--- src/rtl/ws2812_pixel_feeder.sv ---
// WS2812 pixel feeder: frame RAM, brightness scaling, GRB reorder and
// valid/ready streaming to the bit serializer, followed by the latch gap.
//
// Ports:
//   clk, rst_n            system clock, synchronous active-low reset
//   wr_en/wr_addr/wr_rgb  pixel RAM write port, {R,G,B}
//   brightness            global scale, captured on frame_go
//   frame_go              one-cycle request to send a frame
//   pix_color/pix_valid   scaled {G,R,B} pixel towards the serializer
//   pix_ready             serializer accepts the presented pixel
//   ser_busy              serializer still shifting bits
//   busy                  frame in progress (frame_go .. frame_done)
//   frame_done            one-cycle pulse at the end of the latch gap
module ws2812_pixel_feeder #(
    parameter int NUM_PIXELS = 8,
    parameter int CLK_FREQ   = 27000000,
    parameter int LATCH_US   = 60,
    parameter int ADDR_W     = 8
) (
    input  logic              clk,
    input  logic              rst_n,
    input  logic              wr_en,
    input  logic [ADDR_W-1:0] wr_addr,
    input  logic [23:0]       wr_rgb,
    input  logic [7:0]        brightness,
    input  logic              frame_go,
    output logic [23:0]       pix_color,
    output logic              pix_valid,
    input  logic              pix_ready,
    input  logic              ser_busy,
    output logic              busy,
    output logic              frame_done
);

    localparam int LATCH_TICKS = (CLK_FREQ / 1000000) * LATCH_US;
    localparam int IW = (NUM_PIXELS > 1) ? $clog2(NUM_PIXELS) : 1;
    localparam int CW = $clog2(LATCH_TICKS + 1);
    localparam logic [IW-1:0] LAST = IW'(NUM_PIXELS - 1);
    localparam logic [CW-1:0] TERM = CW'(LATCH_TICKS - 1);

    typedef enum logic [2:0] {
        IDLE,
        FETCH,
        PRESENT,
        DRAIN,
        LATCH
    } state_t;

    state_t        state;
    logic [IW-1:0] idx;
    logic [CW-1:0] cnt;
    logic [7:0]    bright_q;

    logic [23:0]   mem [NUM_PIXELS];
    logic [23:0]   rd_data;
    logic          rd_en;
    logic [IW-1:0] rd_addr;
    logic          wr_ok;
    logic [8:0]    gain;
    logic [23:0]   grb_scaled;

    function automatic logic [7:0] scale(input logic [7:0] c,
                                         input logic [8:0] k);
        return 8'(({8'd0, c} * {7'd0, k}) >> 8);
    endfunction

    // Out-of-range addresses would otherwise alias onto low pixels.
    assign wr_ok = wr_en &&
                   ({1'b0, wr_addr} < (ADDR_W + 1)'(NUM_PIXELS));

    // Read is issued on the edge that enters FETCH, so FETCH sees the
    // data one cycle later; a write in that same cycle returns old data.
    always_comb begin
        rd_en   = 1'b0;
        rd_addr = idx + IW'(1);
        if (state == IDLE && frame_go) begin
            rd_en   = 1'b1;
            rd_addr = '0;
        end else if (state == PRESENT && pix_ready && idx != LAST) begin
            rd_en = 1'b1;
        end
    end

    always_ff @(posedge clk) begin
        if (wr_ok)
            mem[wr_addr[IW-1:0]] <= wr_rgb;
        if (rd_en)
            rd_data <= mem[rd_addr];
    end

    assign gain = {1'b0, bright_q} + 9'd1;
    assign grb_scaled = {scale(rd_data[15:8], gain),
                         scale(rd_data[23:16], gain),
                         scale(rd_data[7:0], gain)};

    always_ff @(posedge clk) begin
        if (!rst_n) begin
            state      <= IDLE;
            idx        <= '0;
            cnt        <= '0;
            bright_q   <= '0;
            pix_color  <= '0;
            pix_valid  <= 1'b0;
            busy       <= 1'b0;
            frame_done <= 1'b0;
        end else begin
            frame_done <= 1'b0;
            unique case (state)
                IDLE: begin
                    if (frame_go) begin
                        bright_q <= brightness;
                        idx      <= '0;
                        busy     <= 1'b1;
                        state    <= FETCH;
                    end
                end
                FETCH: begin
                    pix_color <= grb_scaled;
                    pix_valid <= 1'b1;
                    state     <= PRESENT;
                end
                PRESENT: begin
                    if (pix_ready) begin
                        pix_valid <= 1'b0;
                        if (idx == LAST) begin
                            state <= DRAIN;
                        end else begin
                            idx   <= idx + IW'(1);
                            state <= FETCH;
                        end
                    end
                end
                DRAIN: begin
                    if (!ser_busy) begin
                        cnt   <= '0;
                        state <= LATCH;
                    end
                end
                LATCH: begin
                    if (cnt == TERM) begin
                        frame_done <= 1'b1;
                        busy       <= 1'b0;
                        state      <= IDLE;
                    end else begin
                        cnt <= cnt + CW'(1);
                    end
                end
                default: state <= IDLE;
            endcase
        end
    end

endmodule

--- config.mk ---
export PLATFORM = sky130hd
export DESIGN_NAME = ws2812_pixel_feeder
export DESIGN_NICKNAME = d
export VERILOG_FILES = /design/src/rtl/ws2812_pixel_feeder.sv
export SDC_FILE = /design/constraint.sdc
export NUM_CORES = 1
export LEC_CHECK = 0
export BUFFER_PORTS_ARGS = -buffer_cell sky130_fd_sc_hd__buf_4
export CAP_MARGIN = 10
export CELL_PAD_IN_SITES_DETAIL_PLACEMENT = 0
export CELL_PAD_IN_SITES_GLOBAL_PLACEMENT = 1
export CORE_ASPECT_RATIO = 0.75
export CORE_MARGIN = 2
export CORE_UTILIZATION = 55
export DETAILED_ROUTE_END_ITERATION = 7
export PLACE_DENSITY_LB_ADDON = 0.1
export SETUP_SLACK_MARGIN = 0.4
export SLEW_MARGIN = 10
export SYNTH_ARGS = -nofsm -noshare
export SYNTH_HDL_FRONTEND = slang
export SYNTH_SLANG_ARGS = --single-unit
--- constraint.sdc ---
create_clock -name clk -period 12.3 [get_ports clk]
set_input_delay 1.23 -clock clk [delete_from_list [all_inputs] [get_ports clk]]
set_output_delay 1.23 -clock clk [all_outputs]
set_load 0.05 [all_outputs]
# Word-level counts from Yosys, hierarchy flattened
# Memory sizes are Yosys's and may differ from the RTL's. A register that Yosys moved wholly into a read port is not among the register bits.
# Index checks and enable logic that the tools add are counted.
dict set report classes {
  addsub 3
  muxes 24
  n_eq_ne 13
  magnitude_cmp 1
  n_mul 3
  n_reduce_logical 16
}
# op count
set op_table {}
lappend op_table {{multiplier 8 x 9 -> 16 bit} 3}
lappend op_table {{two-way mux 3 bit} 8}
lappend op_table {{two-way mux 11 bit} 2}
lappend op_table {{one-hot mux 11 bit (2 select lines)} 1}
lappend op_table {{one-hot mux 3 bit (5 select lines)} 1}
lappend op_table {{!= test 2 bit, second input constant} 6}
lappend op_table {{adder 11 x 1 -> 11 bit, second input constant} 1}
lappend op_table {{== test 11 bit, second input constant} 1}
lappend op_table {{adder 8 x 1 -> 9 bit, second input constant} 1}
lappend op_table {{< comparator 8 x 4 -> 1 bit, second input constant} 1}
lappend op_table {{two-way mux 1 bit} 8}
lappend op_table {{AND reduction 4 bit} 2}
lappend op_table {{nonzero test 2 bit} 4}
lappend op_table {{== test 3 x 2 -> 1 bit, second input constant} 2}
lappend op_table {{== test 3 bit, second input constant} 2}
lappend op_table {{one-hot mux 3 bit (2 select lines)} 1}
lappend op_table {{AND reduction 2 bit} 3}
lappend op_table {{AND reduction 3 bit} 2}
lappend op_table {{logical AND 1 bit} 4}
lappend op_table {{one-hot mux 1 bit (2 select lines)} 2}
lappend op_table {{adder 3 x 1 -> 3 bit, second input constant} 1}
lappend op_table {{== test 3 x 1 -> 1 bit, second input constant} 1}
lappend op_table {{zero test 3 bit} 1}
lappend op_table {{!= test 3 bit, second input constant} 1}
lappend op_table {{two-way mux 2 bit} 1}
dict set report word_totals {
  ramBits 192
  wordCells 69
  input_bits 46
  out_inout_bits 27
  n_memories 1
  regBits 52
}
# memory words word_bits read_ports rd_ports_with_merged_regs wr line_no
set memory_table {}
lappend memory_table {mem 8 24 1 1 1 54} ;# logic [23:0] mem [NUM_PIXELS];

# Depth between registers and ports, before layout
dict set report logic_depth {
  word_depth 5
  depth_mapped 20
  ltp_nobuf 19
}

# Worst setup path after synthesis
# OpenSTA, ideal clock, no wires.
dict set report synth_path {
  path_type {register -> register}
  startpoint {reg bright_q[0]}
  endpoint {reg pix_color[3]}
  path_buffers 1
  t_arrival_ns 4.857
  setup_ns 0.117
  setup_slack_ns 7.326
  t_required_ns 12.183
  period_less_slack_ns 4.974
  stages_incl_launch_ff 20
  path_cell_list {dfxtp_1 ha_1 nand3_1 xnor2_1 clkbuf_1 nand2_1 fa_1 fa_1 inv_1 fa_1 inv_1 fa_1 inv_1 ha_1 a21o_1 a21o_1 a41oi_1 o21ai_0 xnor2_1 a22o_1}
}
dict set report synth_between {
  elab_chain_len 2
}
# item line_no
set synth_rtl {}
lappend synth_rtl {{start: declaration} 52} ;# logic [7:0] bright_q;
lappend synth_rtl {{start signal: assignment} 111} ;# bright_q <= brightness;
lappend synth_rtl {{adder 8 x 1 -> 9 bit} 91} ;# assign gain = {1'b0, bright_q} + 9'd1;
lappend synth_rtl {{multiplier 8 x 9 -> 16 bit} 64} ;# return 8'(({8'd0, c} * {7'd0, k}) >> 8);
lappend synth_rtl {{end signal: assignment} 118} ;# pix_color <= grb_scaled;
lappend synth_rtl {{end: declaration} 27} ;# output logic [23:0] pix_color,
# Every way passes these cells.
# A chain may end at the register's enable or synchronous reset.

# Worst setup path after layout
dict set report layout_path {
  startpoint {reg bright_q[1]}
  endpoint {reg pix_color[3]}
}
# The elaborated chain is that of the path after synthesis.

==> impl_results.md <==
- Status: completed
- Total of warnings raised by yosys: 0
- Slew Limit Fails: 0
- DRC Markers: 0
- Largest family of logic cells by synthesized area: adder cells
- Post-Synth XOR/XNOR Area: 2.390%
- Clock buffer count from CTS: 27
- Final cell count without fillers: slightly above 2,000
- Post-synthesis compound-gate area fraction: 5.625%
- Worst slack at placement: between 6 and 7 ns
- Final wirelength: between 30,000 and 40,000 um
- Critical Path RT: around 13 ns
- Met2 Wirelength: between 15,000 and 20,000 um
- Distinct cells, synth: 71
- Io pins: 73
- Initial DRC Count: between 800 and 900
- Die Wd: between 200 and 250 um
- Seq cells post-synth: between 200 and 300
- Post-DP HPWL: roughly 25,000 um
- Initial antenna violation count: 0
- Worst Max-Slew Pin Slew: ~1.1 ns
- M1 WL: approximately 18,000 um
- # resized after CTS: 0
- Syn_nets: about 1,800
- Synthesized area per cell: 10.89 um^2
- Post-synth EDFFs: ~220
- GR Util All Layers: 24.25%
- Reg2Reg Depth: 19
- DR vias/cell: approximately 5.5
- Setup violations, final: 0
- Ratio of cells with drive above 1 in the final layout: 11.23%
- Fillers: between 2,000 and 3,000
- Met3 Routed Length: around 2100 um
- Rows: 55
- Vias in the first global route: 11,472
- Max clock buf depth: 3
- Area growth syn-to-layout: 10.44%
- Global-route wire length before repair: around 60,000 um
- Post-Syn Area: about 0.017 mm^2
- Final period utilization: 45.93%
- Hold path depth: 2
- Die height: roughly 160 um
- Worst rel slew slack: 23.79%
- Final Hold Viols: 0
- Top sig layer: met4
- WP data arrival: 6.07 ns
- Adder-cell share of the synthesized area: 21.67%
- DR pass1 iterations: 5
- Clk_skew: around 0.024 ns
- Pwr dens: about 120 mW/mm^2
- Drt wl/cell: about 18 um
- Multiplexer area fraction after synthesis: 1.781%
- Routed via count: between 10,000 and 15,000
- Hold_buf cts: 0
- Reg clk slew, reported paths: 0.07 ns
- Total global routing overflow: 0
- Crit-path max FO: 16
- Final worst path period need: roughly 5.6 ns
- GPL Wtd Cong: approximately 0.8
- Ant diodes: 0
- Simple-gate share of the synthesized area: 18.77%
- Worst setup SP type: flip-flop
- TritonCTS clock tree: yes
- Ys async rst share: 0%
- Post-CTS Setup Inserts: 0
- HP Class: reg2reg
- Setup tns final: 0 ns
- Placed cell count: around 2,000
- RSZ-0062 raised after global routing: false
- Synthesized netlist cell count: about 1,500
- H-Tree Depth: 1
- Initial core utilization: a little under three fifths
- LEAKAGE: between 7 and 8 nW
- Setup ws final: ~6.7 ns
- Max-cap violations: 0
- CP endpoint kind: flip-flop
- Largest net degree at the start of global routing: 54
- Die area: 0.03209 mm^2
- Port bufs: 72
- Clk sinks: around 270
- Worst VDD drop: between 0.1 and 0.15 mV
- Clock Latency Late Sink: 0.55 ns
- Post-route antenna net violation count: 0
- Root buf cell: clkbuf_16
- CP Class: reg2reg
- Nets: 1,875
- Peak Freq: 177.0 MHz
- Synth Flop Type: edfxtp_1
- Core area: ~0.030 mm^2
- Register area share after synthesis: ~45%
[path summary, 6_finish.rpt]
kind	startpoint	end	slack (ns)
setup / recovery	bright_q[1]$_SDFFE_PN0P_	pix_color[3]$_SDFFE_PN0P_	6.65
hold / removal	pix_color[21]$_SDFFE_PN0P_	pix_color[21]$_SDFFE_PN0P_	0.45
setup reg to reg	bright_q[1]$_SDFFE_PN0P_	pix_color[3]$_SDFFE_PN0P_	6.65
hold reg to reg	pix_color[21]$_SDFFE_PN0P_	pix_color[21]$_SDFFE_PN0P_	0.45
[logic make-up after synthesis]
family | after synthesis
compound gates | 158
xor+xnor | 46
fa+ha+maj | 220
buf+inv | 207
flops | 268
mux | 27
simple gates | 622
[Yosys cell counts, drive strengths merged, types with 7 or more instances]
library cell  instances  area [um^2]
fa                  120         2402
nand3               111        555.5
o21ai                76        380.4
a21oi                33        176.4
xnor2                26        227.7
mux2                 24        270.3
nor2                 38        145.1
buf                  27        187.7
clkbuf               37        138.9
inv                 143        536.8
nand4                 8        65.06
nor2b                17        106.4
and2                154        968.4
dfxtp                52         1041
nand2b                7        46.30
nand2               240        900.9
a21o                 16        120.1
nand4b                9        78.83
and3                  7        43.79
ha                  100         1251
xor2                 20        175.2
nor3                  9        50.05
edfxtp              216         6486
[layout by cell type (no fill, tap or decap), drive strengths merged, types with 3 or more instances in the layout]
| cell type | count |
|---|---|
| a31oi | 4 |
| nand2b | 7 |
| fa | 120 |
| a41oi | 4 |
| nor2b | 17 |
| nand4b | 9 |
| nand3 | 111 |
| xnor2 | 26 |
| and2 | 154 |
| o21ai | 76 |
| o31ai | 3 |
| mux2 | 24 |
| a21oi | 33 |
| buf | 96 |
| nor2 | 38 |
| nand2 | 240 |
| nor4 | 4 |
| mux2i | 3 |
| nand3b | 3 |
| edfxtp | 216 |
| and3 | 7 |
| xor2 | 20 |
| nor3b | 3 |
| clkbuf | 35 |
| clkinv | 9 |
| a21o | 16 |
| dfxtp | 52 |
| inv | 144 |
| ha | 100 |
| nor3 | 9 |
| nand4 | 8 |
[metal layers]
metal	track usage [%]	vias to the layer above
met5	0	-
li1	-	5341
met4	4.864	0
met3	3.195	38
met2	37.78	285
met1	36.65	5565
[power by group]
| group | internal [mW] | total [mW] | leakage, nW | switching [mW] |
|---|---|---|---|---|
| logic | 0.196 | 0.500 | 5.16 | 0.304 |
| registers | 1.00 | 1.03 | 2.38 | 0.0306 |
| clock network | 0.447 | 0.784 | 0.405 | 0.337 |
[metrics by stage]
step | hold slack, ns | util [%] | power (mW) | instance area [um^2]
floorplan | 0.4356 | - | 1.408 | 16860
global placement | 0.4403 | 59.02 | 1.548 | 17790
detailed placement | 0.4442 | 59.02 | 1.552 | 17790
CTS | 0.4598 | 61.78 | 2.335 | 18620
global route | 0.4689 | 61.78 | 2.445 | 18620
finish | 0.4540 | 61.78 | 2.317 | 18620
[critical path, cell delays in order, from the launching register on]
cell	delay, ns
dfxtp_1	0.37
ha_1	0.20
nand3_1	0.18
xnor2_1	0.59
buf_4	0.33
nand2_1	0.11
fa_1	0.51
fa_1	0.56
inv_1	0.06
fa_1	0.47
inv_1	0.05
fa_1	0.47
inv_1	0.04
ha_1	0.32
a21o_1	0.22
a21o_1	0.18
a41oi_1	0.34
o21ai_0	0.16
xnor2_1	0.14
a22o_1	0.19
[sequential cells by signal, summed over array words and instances, names as in the netlist]
| name | flops |
|---|---|
| mem | 192 |
| pix_color | 24 |
| rd_data | 24 |
| cnt | 11 |
| bright_q | 8 |
| idx | 3 |
| state | 3 |
| busy | 1 |
| frame_done | 1 |
| pix_valid | 1 |
[final cells by class]
class,instances,area [um^2],share of cell area [%]
Multi-Input combinational cell,1073,8504,45.67
Timing Repair Buffer,96,720.7,3.870
Clock inverter,14,125.1,0.6720
Clock buffer,35,705.7,3.790
Sequential cell,268,7528,40.43
Inverter,143,536.8,2.883
Tap cell,399,499.2,2.681
No activity file was read; power rests on OpenSTA's default activity.
